==> config.mk <==
export PLATFORM = sky130hd
export DESIGN_NAME = battle_reveal
export DESIGN_NICKNAME = d
export VERILOG_FILES = /design/src/rtl/transition_pkg.sv /design/src/rtl/reveal_band.sv /design/src/rtl/battle_reveal.sv
export SDC_FILE = /design/constraint.sdc
export NUM_CORES = 1
export LEC_CHECK = 0
export BUFFER_PORTS_ARGS = -buffer_cell sky130_fd_sc_hd__buf_2
export CORE_ASPECT_RATIO = 1.5
export CORE_UTILIZATION = 50
export CTS_BUF_LIST = sky130_fd_sc_hd__clkbuf_8 sky130_fd_sc_hd__clkbuf_16
export CTS_CLUSTER_DIAMETER = 120
export DETAILED_ROUTE_END_ITERATION = 6
export PLACE_DENSITY = 0.74
export SYNTH_ARGS = -nofsm -noshare
export SYNTH_HDL_FRONTEND = slang
export SYNTH_SLANG_ARGS = --single-unit
==> constraint.sdc <==
create_clock -name clk_in -period 3.3 [get_ports clk_in]
set_input_delay 0.165 -clock clk_in [delete_from_list [all_inputs] [get_ports clk_in]]
set_output_delay 0.165 -clock clk_in [all_outputs]
set_load 0.05 [all_outputs]
==> src/rtl/transition_pkg.sv <==
// Shared geometry and state encoding for the battle-scene bar reveal.
package transition_pkg;

   localparam logic [10:0] X0        = 11'd431;
   localparam logic [7:0]  W         = 8'd165;
   localparam logic [10:0] Y0        = 11'd312;
   localparam int          BAND_H    = 24;
   localparam int          NUM_BANDS = 6;

   typedef enum logic [1:0] {IDLE, ARM, OPEN, DONE} state_t;

endpackage

==> src/rtl/reveal_band.sv <==
// Covered flag for one horizontal band of the reveal window.
// Even bands open from the left edge, odd bands from the right edge.
module reveal_band
   import transition_pkg::*;
#(
   parameter int BAND = 0
) (
   input  logic [10:0] i_hcount,
   input  logic [9:0]  i_vcount,
   input  logic [7:0]  i_open,
   output logic        o_covered
);

   localparam logic [10:0] ROW_LO = Y0 + 11'(BAND * BAND_H);
   localparam logic [10:0] ROW_HI = ROW_LO + 11'(BAND_H);

   logic [10:0] w_vcount;
   logic [10:0] w_open;
   logic [10:0] w_col_lo;
   logic [10:0] w_col_hi;
   logic        w_in_rows;

   assign w_vcount  = {1'b0, i_vcount};
   assign w_open    = {3'b000, i_open};
   assign w_in_rows = (w_vcount >= ROW_LO) && (w_vcount < ROW_HI);

   generate
      if (BAND % 2 == 0) begin : g_even
         assign w_col_lo = X0 + w_open;
         assign w_col_hi = X0 + {3'b000, W};
      end else begin : g_odd
         assign w_col_lo = X0;
         assign w_col_hi = X0 + {3'b000, W} - w_open;
      end
   endgenerate

   assign o_covered = w_in_rows && (i_hcount >= w_col_lo) && (i_hcount < w_col_hi);

endmodule

==> src/rtl/battle_reveal.sv <==
// Interleaved-bar reveal of the battle scene, opening STEP pixels per frame.
// Optional build macro REVEAL_FADE_EN dims uncovered scene pixels while the reveal runs.
//
// state | meaning
// IDLE  | waiting for start; window fully covered
// ARM   | start seen, waiting for the next frame tick
// OPEN  | opening advances once per frame tick
// DONE  | fully revealed; holds until start drops
module battle_reveal
   import transition_pkg::*;
#(
   parameter logic [11:0] BAR_COLOR = 12'h111,
   parameter int          STEP      = 4
) (
   input  logic        clk_in,
   input  logic        rst_in,
   input  logic [10:0] hcount,
   input  logic [9:0]  vcount,
   input  logic        start,
   input  logic [11:0] scene_pixel,
   output logic        busy,
   output logic        done,
   output logic [11:0] pixel_out
);

   state_t                r_state;
   state_t                w_state_nxt;
   logic [7:0]            r_open;
   logic [7:0]            w_open_nxt;
   logic [8:0]            w_open_sum;
   logic                  w_tick;
   logic [NUM_BANDS-1:0]  w_band_cov;
   logic                  w_covered;
   logic [11:0]           w_scene;
   logic [11:0]           r_pixel;

   assign w_tick     = (hcount == 11'd0) && (vcount == 10'd0);
   assign w_open_sum = {1'b0, r_open} + 9'(STEP);

   always_ff @(posedge clk_in or posedge rst_in) begin
      if (rst_in) begin
         r_state <= IDLE;
         r_open  <= 8'd0;
      end else begin
         r_state <= w_state_nxt;
         r_open  <= w_open_nxt;
      end
   end

   // Dropping start always wins over a coincident frame tick.
   always_comb begin
      w_state_nxt = r_state;
      w_open_nxt  = r_open;
      case (r_state)
         IDLE: begin
            w_open_nxt = 8'd0;
            if (start) w_state_nxt = ARM;
         end
         ARM: begin
            w_open_nxt = 8'd0;
            if (!start)      w_state_nxt = IDLE;
            else if (w_tick) w_state_nxt = OPEN;
         end
         OPEN: begin
            if (!start) begin
               w_state_nxt = IDLE;
               w_open_nxt  = 8'd0;
            end else if (w_tick) begin
               if (r_open == W)                w_state_nxt = DONE;
               else if (w_open_sum > {1'b0, W}) w_open_nxt  = W;
               else                            w_open_nxt  = w_open_sum[7:0];
            end
         end
         DONE: begin
            if (!start) begin
               w_state_nxt = IDLE;
               w_open_nxt  = 8'd0;
            end
         end
         default: begin
            w_state_nxt = IDLE;
            w_open_nxt  = 8'd0;
         end
      endcase
   end

   always_comb begin
      busy = (r_state == ARM) || (r_state == OPEN);
      done = (r_state == DONE);
   end

   generate
      for (genvar k = 0; k < NUM_BANDS; k++) begin : g_band
         reveal_band #(.BAND(k)) u_band (
            .i_hcount  (hcount),
            .i_vcount  (vcount),
            .i_open    (r_open),
            .o_covered (w_band_cov[k])
         );
      end
   endgenerate

   assign w_covered = (|w_band_cov) && (r_state != DONE);

`ifdef REVEAL_FADE_EN
   logic [1:0] w_shift;

   always_comb begin
      w_shift = 2'd0;
      if (busy) begin
         if (r_open < 8'd55)       w_shift = 2'd2;
         else if (r_open < 8'd110) w_shift = 2'd1;
      end
      w_scene = {scene_pixel[11:8] >> w_shift,
                 scene_pixel[7:4]  >> w_shift,
                 scene_pixel[3:0]  >> w_shift};
   end
`else
   assign w_scene = scene_pixel;
`endif

   always_ff @(posedge clk_in or posedge rst_in) begin
      if (rst_in) r_pixel <= 12'h000;
      else        r_pixel <= w_covered ? BAR_COLOR : w_scene;
   end

   assign pixel_out = r_pixel;

endmodule
# Yosys cells after proc, flatten, opt, wreduce, memory -nomap -nowiden
# Index checks and enable logic that the tools add are counted.
# op_classes
addsub,3
multipliers,0
n_div,0
magnitude_cmp,17
eq_ne,11
shifts,0
mux,15
bitwise_logic,0
reduce_logical,28
# ops
cell,count
$ge A10 B9 Y1 const B,6
$lt A10 B9 Y1 const B,6
$mux W8,5
$pmux W8 S3,1
$logic_and A1 B1 Y1,20
$mux W2,7
$mux W12,1
$ne A3 B3 Y1 const B,4
$ge A11 B11 Y1,1
$ge A11 B9 Y1 const B,1
$logic_not A11 Y1,1
$lt A11 B10 Y1 const B,1
$lt A11 B11 Y1,1
$sub A10 B8 Y11 const A,1
$add A9 B8 Y10 const A,1
$logic_not A10 Y1,1
$add A8 B3 Y9 const B,1
$gt A9 B8 Y1 const B,1
$eq A8 B8 Y1 const B,1
$pmux W2 S4,1
$ne A2 B2 Y1 const B,3
$reduce_or A6 Y1,1
$reduce_and A5 Y1,1
$eq A2 B2 Y1 const B,2
other kinds (5),5
# word_totals
register_bits,22
latchBits,0
ram_bits,0
rom_bits,0
inputBits,36
word_cells,77
n_memories,0

# Longest topological paths before layout
# Gate-level depths: netlist (run 1).
# logic_depth
word_depth,7
ltp_mapped,14
depth_no_buf,12

# Modules after synthesis
# Synthesis (run 1) repeated with hierarchy kept, for this count alone.
# unflattened
hier_cells,432
area_unflattened_um2,3587.2
# by_module_without_submodules
mod,n_inst,cells_per_inst,area_per_inst_um2,seq_area_each_um2
battle_reveal,1,125,1203.7,525.5
reveal_band at g_band[0].u_band,1,52,420.4,0.0
reveal_band at g_band[1].u_band,1,51,410.4,0.0
reveal_band at g_band[2].u_band,1,53,402.9,0.0
reveal_band at g_band[4].u_band,1,54,391.6,0.0
reveal_band at g_band[5].u_band,1,49,385.4,0.0
reveal_band at g_band[3].u_band,1,48,372.9,0.0

# Worst setup path after synthesis (run 1)
# No wires, ideal clock.
# synth_timing
kind,register to register
start,register r_open[3]
end,register r_pixel[10] (netlist: pixel_out[10])
setup_time_ps,142
t_arrival_ps,2901
path_slack_ps,257
stages_incl_launch_ff,15
n_path_buf,2
synth_period_minus_slack_ps,3043
path_cell_list,dfrtp_1 > clkbuf_1 > inv_1 > ha_1 > a21oi_1 > a21oi_1 > inv_1 > a21oi_1 > ha_1 > and4b_1 > a222oi_1 > nand4b_1 > a2111oi_4 > buf_6 > a211oi_1
# synth_via
elab_chain_cells,7
word_cells_on_any_way,16
cone_classes,add/sub: 2; order compare: 2; mux: 1; reduce/logical: 11
# synth_rtl
element,line,rtl
start: declaration,battle_reveal.sv:28,logic [7:0] r_open;
start signal: assignment,battle_reveal.sv:46,r_open <= w_open_nxt;
$add A9 B8 Y10,reveal_band.sv:29,assign w_col_lo = X0 + w_open;
$ge A11 B11 Y1,reveal_band.sv:37,assign o_covered = w_in_rows && (i_hcount >= w_col_lo) && (i_hcount < w_col_hi);
$logic_and A1 B1 Y1 (2 in a row),reveal_band.sv:37,
$reduce_or A6 Y1 (*),battle_reveal.sv:103,assign w_covered = (|w_band_cov) && (r_state != DONE);
$logic_and A1 B1 Y1 (*),battle_reveal.sv:103,
$mux W12 (*),battle_reveal.sv:124,else r_pixel <= w_covered ? BAR_COLOR : w_scene;
end signal: assignment,battle_reveal.sv:124,
end: declaration,battle_reveal.sv:35,logic [11:0] r_pixel;
# Every way passes the cells marked *; elsewhere a longest branch is shown, timed or not.
# A chain may end at the register's enable or synchronous reset.

# Worst setup path after layout (run 1)
# layout_timing
start,register r_open[2]
end,register r_pixel[3] (netlist: pixel_out[3])
# The elaborated chain is that of the path after synthesis.

==> results of run 1 <==
-- state kept, by name, summed over array words and instances, names as in the netlist --
name       flops
pixel_out     12
r_open         7
r_state        2
-- through the flow --
stage               worst slack, ns   util  instances
floorplan                     0.257      -        240
global placement              0.280  0.593        328
detailed placement            0.218  0.593        328
CTS                           0.203  0.605        332
global route                 0.0374  0.605        332
finish                        0.303  0.605        332
-- kinds of logic after synthesis --
logic type | after synthesis | share of synthesized area
flops | 21 | 0.251
fa+ha+maj | 31 | 0.185
xor+xnor | 11 | 0.0460
simple gates | 57 | 0.156
buf+inv | 33 | 0.0675
mux | 2 | 0.0108
compound gates | 85 | 0.283
-- area by class of cell --
cell class,instances,area (sq um),area share
Multi-Input combinational cell,186,1430,0.590
Sequential cell,21,527,0.218
Timing Repair Buffer,53,275,0.114
Inverter,23,86.3,0.0357
Tap cell,45,56.3,0.0233
Clock buffer,3,41.3,0.0171
Clock inverter,1,5.00,0.00207
-- where the power goes --
| part | internal (mW) | switching (mW) | total (mW) |
|---|---|---|---|
| clock network | 0.0841 | 0.0885 | 0.173 |
| logic | 0.0753 | 0.143 | 0.218 |
| registers | 0.273 | 0.00776 | 0.281 |
-- layer usage --
metal / up-vias / global-route usage
met3: 4 / 0.0131
met2: 53 / 0.425
li1: 985 / -
met1: 921 / 0.233
met4: 0 / 0.0641
met5: - / 0
-- worst max-delay path, cell delays in order (launching register included) --
cell       delay [ns]
dfrtp_2          0.47
inv_1            0.15
ha_1             0.18
a21oi_1          0.06
a21oi_1          0.24
inv_1            0.06
a21oi_1          0.14
ha_1             0.26
and4b_1          0.21
a222oi_1         0.32
nand4b_1         0.18
a2111oi_4        0.29
buf_4            0.23
a211oi_1         0.07
-- how the worst max path moves through the flow --
stage | endpoint | cells past startpoint | start | slack, ns
6_report | pixel_out[3] | 13 | r_open[2] | 0.30
5_1_grt | pixel_out[5] | 13 | r_open[2] | 0.04
4_1_cts | pixel_out[3] | 13 | r_open[2] | 0.20
3_5_place_dp | pixel_out[2] | 13 | r_open[2] | 0.22
3_3_place_gp | pixel_out[5] | 13 | r_open[2] | 0.28
2_1_floorplan | pixel_out[10] | 14 | r_open[3] | 0.26
-- layout by cell type, fill, tap and decap left out, types with 10 or more instances in the layout --
| cell type | netlist | layout |
|---|---|---|
| a21oi_1 | 20 | 20 |
| o21ai_0 | 17 | 17 |
| xnor2_1 | 10 | 10 |
| dfrtp_1 | 21 | 20 |
| inv_1 | 23 | 23 |
| buf_2 | 2 | 49 |
| nor2_1 | 12 | 12 |
| a211oi_1 | 12 | 12 |
| nand2_1 | 13 | 13 |
| ha_1 | 31 | 31 |
==> metrics.csv, run 1 <==
metric;value;unit
status;finished, final reports clean;
Cell Area, Synth;0.00209;sq mm
CTS sink count;21;
most numerous cell in the Yosys netlist;ha_1;
met1 wire length;1970;um
dominant synthesized flop cell;dfrtp_1;
Core Box Area;0.00399;sq mm
DPL Wire Length;3820;um
share of layout cells above drive strength 1;0.244;
met2 wire len;2630;um
Fin Setup TNS;0;ns
Die Area;0.00445;sq mm
maximum net fanout on the critical path;12;
Final Hold Viols;0;
Placer Congestion;0.873;
Setup Skew;0.00324;ns
Worst-Skew Late Latency;0.26;ns
Core Rows;28;
Final Slew Violations;0;
post-route cell area;0.00242;sq mm
area leader, netlist;dfrtp_1;
Reg2Reg Capture Point;pixel_out[3];
Synth top area share;0.251;
PD cells;278;mW/mm^2
DRT iter0 DRCs;32;
period utilisation layout;0.908;
Wirelength per Cell;14.6;um
most common library cells after synthesis;ha_1, inv_1, dfrtp_1, a21oi_1, o21ai_0;
H-tree depth;1;
VDD IR max;0.000361;V
clk buf depth;2;
post-synthesis sequential area ratio;0.251;
Yosys reg bits;21;
CP endpoint kind;flop;
flop2flop setup slack;0.30;ns
Reg2Reg Depth;13;
gr usage total;0.218;
ANT nets after route;0;
PostCTS Resize Cnt;0;
Worst Hold Class;input port to async pin;
area grow syn2layout;15.5;%
worst relative slew slack;0.454;
critical path data required time;3.44;ns
unrepaired setup endpoints after global routing;false;
Post-synth EDFFs;0;
detailed-route DRC error count;0;
total gr overflow;0;
Inserted Clock Buffers;3;
fillers;353;
worst slew pin tran;0.818;ns
Routed WL;4830;um
asr flop ratio synth;1.00;
crit path launch type;flop;
top cells by area, synth;dfrtp_1, ha_1, a21oi_1;
Reg-to-Reg Start;r_open[2];
post-CTS setup buffers;0;
pin count of the biggest net entering global routing;22;
Max Freq;0.334;GHz
initial core utilization;0.524;
first-pass GRT wire length;7180;um
Tot Pwr;0.672;mW
Max-cap violations;0;
Placed Area;0.00237;sq mm
met3 wire len;176;um
die height;81.2;um
number of distinct library cells after synthesis;49;
vias per cell;5.91;
I/O Buffers;49;
post-layout net count;355;
Syn Nets;307;
n_diodes;0;
vias in the first global route;1712;
initial antenna violation count;0;
drt pass-1 iters;5;
I/O pin count;50;
final hold slack;0.0532;ns
Root Driver;clkbuf_8;
Die Width;54.8;um
number of synthesis warnings;0;
hold bufs inserted after CTS;0;
Avg Cell Area, Syn;8.72;sq um
Cells after Synth;240;
P_leak;1.15;nW
Final setup viols;0;
vias;1963;
top sig layer;met4;
CTS tree;done;
CTS clock-pin slew for the worst setup and hold paths;0.08;ns
Critical Path AT;3.14;ns
minimum clock period;3.00;ns
Setup CP Type;flop to flop;
Power figures use the tool's default switching activity.
==> run 2: changes to the inputs <==
CORE_MARGIN = 1.5   (was not set)
PLACE_DENSITY = 0.7   (was 0.74)
SYNTH_HIERARCHICAL = 1   (was not set)
==> run 2 against run 1 <==
  * First-iteration DRC count grew to 3.8 times the previous value
  * Highest routed layer unchanged
  * Global-route usage grew 3.3 points
  * Final area grew 71%
  * Critical endpoint is now pixel_out[0]
==> metrics.csv, run 2 <==
metric;value;unit
fillers;652;
crit path launch type;flop;
maximum net fanout on the critical path;12;
Avg Cell Area, Syn;8.30;sq um
Die Area;0.00770;sq mm
minimum clock period;3.10;ns
dominant synthesized flop cell;dfrtp_1;
number of synthesis warnings;6;
Core Rows;37;
total gr overflow;0;
initial core utilization;0.520;
final hold slack;0.0336;ns
share of layout cells above drive strength 1;0.173;
asr flop ratio synth;1.00;
ANT nets after route;0;
CTS sink count;21;
post-layout net count;616;
Core Box Area;0.00690;sq mm
critical path data required time;3.44;ns
area leader, netlist;ha_1;
Post-synth EDFFs;0;
first-pass GRT wire length;15600;um
I/O pin count;50;
Setup CP Type;flop to flop;
Buf+Inv Stages, Crit Path;2;
clk buf depth;2;
Final Hold Viols;0;
max reg flops;12;
Fin Setup TNS;0;ns
Yosys reg bits;21;
vias;3481;
post-synthesis sequential area ratio;0.146;
Critical-path top delay cell;dfrtp_1;
Placer Congestion;0.913;
Crit path max-delay family;compound AO/OA/AOI/OAI gates;
initial antenna violation count;0;
PD cells;228;mW/mm^2
drt pass-1 iters;5;
unrepaired setup endpoints after global routing;false;
period utilisation layout;0.938;
simple-gate share of the synthesized area;0.242;
Worst-Skew Late Latency;0.25;ns
H-tree depth;1;
post-CTS setup buffers;0;
gr usage total;0.251;
adder-cell area share of the yosys netlist;0.248;
DRT iter0 DRCs;121;
Setup Skew;0.00360;ns
worst slew pin tran;0.751;ns
largest family of logic cells by synthesized area;adder cells;
top cells by area, synth;ha_1, dfrtp_1, xnor2_1;
vias in the first global route;3419;
Critical Path AT;3.23;ns
Routed WL;9250;um
status;finished, final reports clean;
DPL Wire Length;7380;um
I/O Buffers;49;
Tot Pwr;0.942;mW
detailed-route DRC error count;0;
Die Width;72.2;um
number of distinct library cells after synthesis;65;
Root Driver;clkbuf_8;
CTS clock-pin slew for the worst setup and hold paths;0.07;ns
worst path cell trace;buf_4 -> o21a_1 -> o21a_1 -> o21ai_0 -> nand2b_1 -> ha_1 -> nand4b_1 -> a21oi_1 -> a211oi_2 -> nor4_2 -> a21oi_1 -> buf_4 -> or2_2;
Cell Area, Synth;0.00359;sq mm
P_leak;1.87;nW
Worst Hold Class;input port to async pin;
vias per cell;5.94;
Inserted Clock Buffers;3;
n_diodes;0;
Max stage delay on crit path;0.41;ns
mux contribution to synthesized area;0.00872;
Wirelength per Cell;15.8;um
pin count of the biggest net entering global routing;23;
CP endpoint kind;flop;
Compound-Gate Fraction of Synth Area;0.238;
area grow syn2layout;15.2;%
most frequent cells in the layout;ha_1, buf_2, inv_1;
Max-cap violations;0;
post-route cell area;0.00413;sq mm
Cells after Synth;432;
most numerous cell in the Yosys netlist;ha_1;
Synth top area share;0.248;
worst relative slew slack;0.499;
most common library cells after synthesis;ha_1, inv_1, a21oi_1, nor2_1, xnor2_1;
Max Freq;0.323;GHz
most common cell after layout, fill and taps aside;ha_1;
die height;107;um
Placed Area;0.00408;sq mm
Final Slew Violations;0;
post-synthesis xor/xnor area fraction;0.0806;
Final setup viols;0;
VDD IR max;0.000338;V
CTS tree;done;
-- run 2: changes by cell type in the layout (fill, tap and decap cells not counted), sizes merged, moves of 12 or more --
cell | before | now
ha | 31 | 71
nand2b | 2 | 17
nor2 | 12 | 26
xnor2 | 10 | 24
conb | 0 | 12
-- run 2: metal layers --
| layer | GRT usage | vias to the layer above | wire length, um |
|---|---|---|---|
| li1 | - | 1758 | - |
| met1 | 0.290 | 1605 | 3830 |
| met2 | 0.481 | 103 | 4920 |
| met3 | 0.0188 | 15 | 363 |
| met4 | 0.0674 | 0 | 138 |
| met5 | 0 | - | 0 |
-- run 2: cell families after synthesis --
family	after synthesis
AO/OA/AOI/OAI	122
XOR/XNOR	33
adder cells (fa/ha/maj)	71
buffers and inverters	34
flip-flops	21
multiplexers	3
other	1
AND/OR/NAND/NOR	147
-- run 2: layout make-up --
cell class / instances / area, sq um / area share
multi-input combinational: 388 / 2980 / 0.721
timing repair buffer: 63 / 363 / 0.0878
inverter: 32 / 120 / 0.0291
clock inverter: 1 / 3.75 / 0.000909
tap: 78 / 97.6 / 0.0236
clock buffer: 3 / 41.3 / 0.00999
sequential: 21 / 526 / 0.127
-- run 2: repair_timing --
action | 4_1_cts | 5_1_grt
gates resized for setup | 0 | 1
setup endpoints to repair | 0 | 3
hold buffers | 0 | 0
-- run 2: power breakdown --
part           switching, mW  internal, mW
clock network         0.0752        0.0826
registers             0.0165         0.279
logic                  0.318         0.171
-- run 2: through the flow --
step           setup WS, ns   util  cells
5_1_grt             0.00344  0.599    586
6_report              0.204  0.599    586
3_3_place_gp          0.218  0.592    582
2_1_floorplan        0.0299      -    443
4_1_cts               0.171  0.598    586
3_5_place_dp          0.212  0.592    582
-- run 2: path summary, 6_finish.rpt --
check	slack, ns	endpoint	cells after the start	startpoint
worst max-delay path	0.20	pixel_out[0]	13	r_open[0]
worst min-delay path	0.03	r_open[4]	2	rst_in
worst max register to register	0.20	pixel_out[0]	13	r_open[0]
worst min register to register	0.63	r_state[1]	2	r_state[1]
max in group asynchronous	2.80	pixel_out[3]	2	rst_in
min in group clk_in	0.10	pixel_out[4]	2	scene_pixel[4]
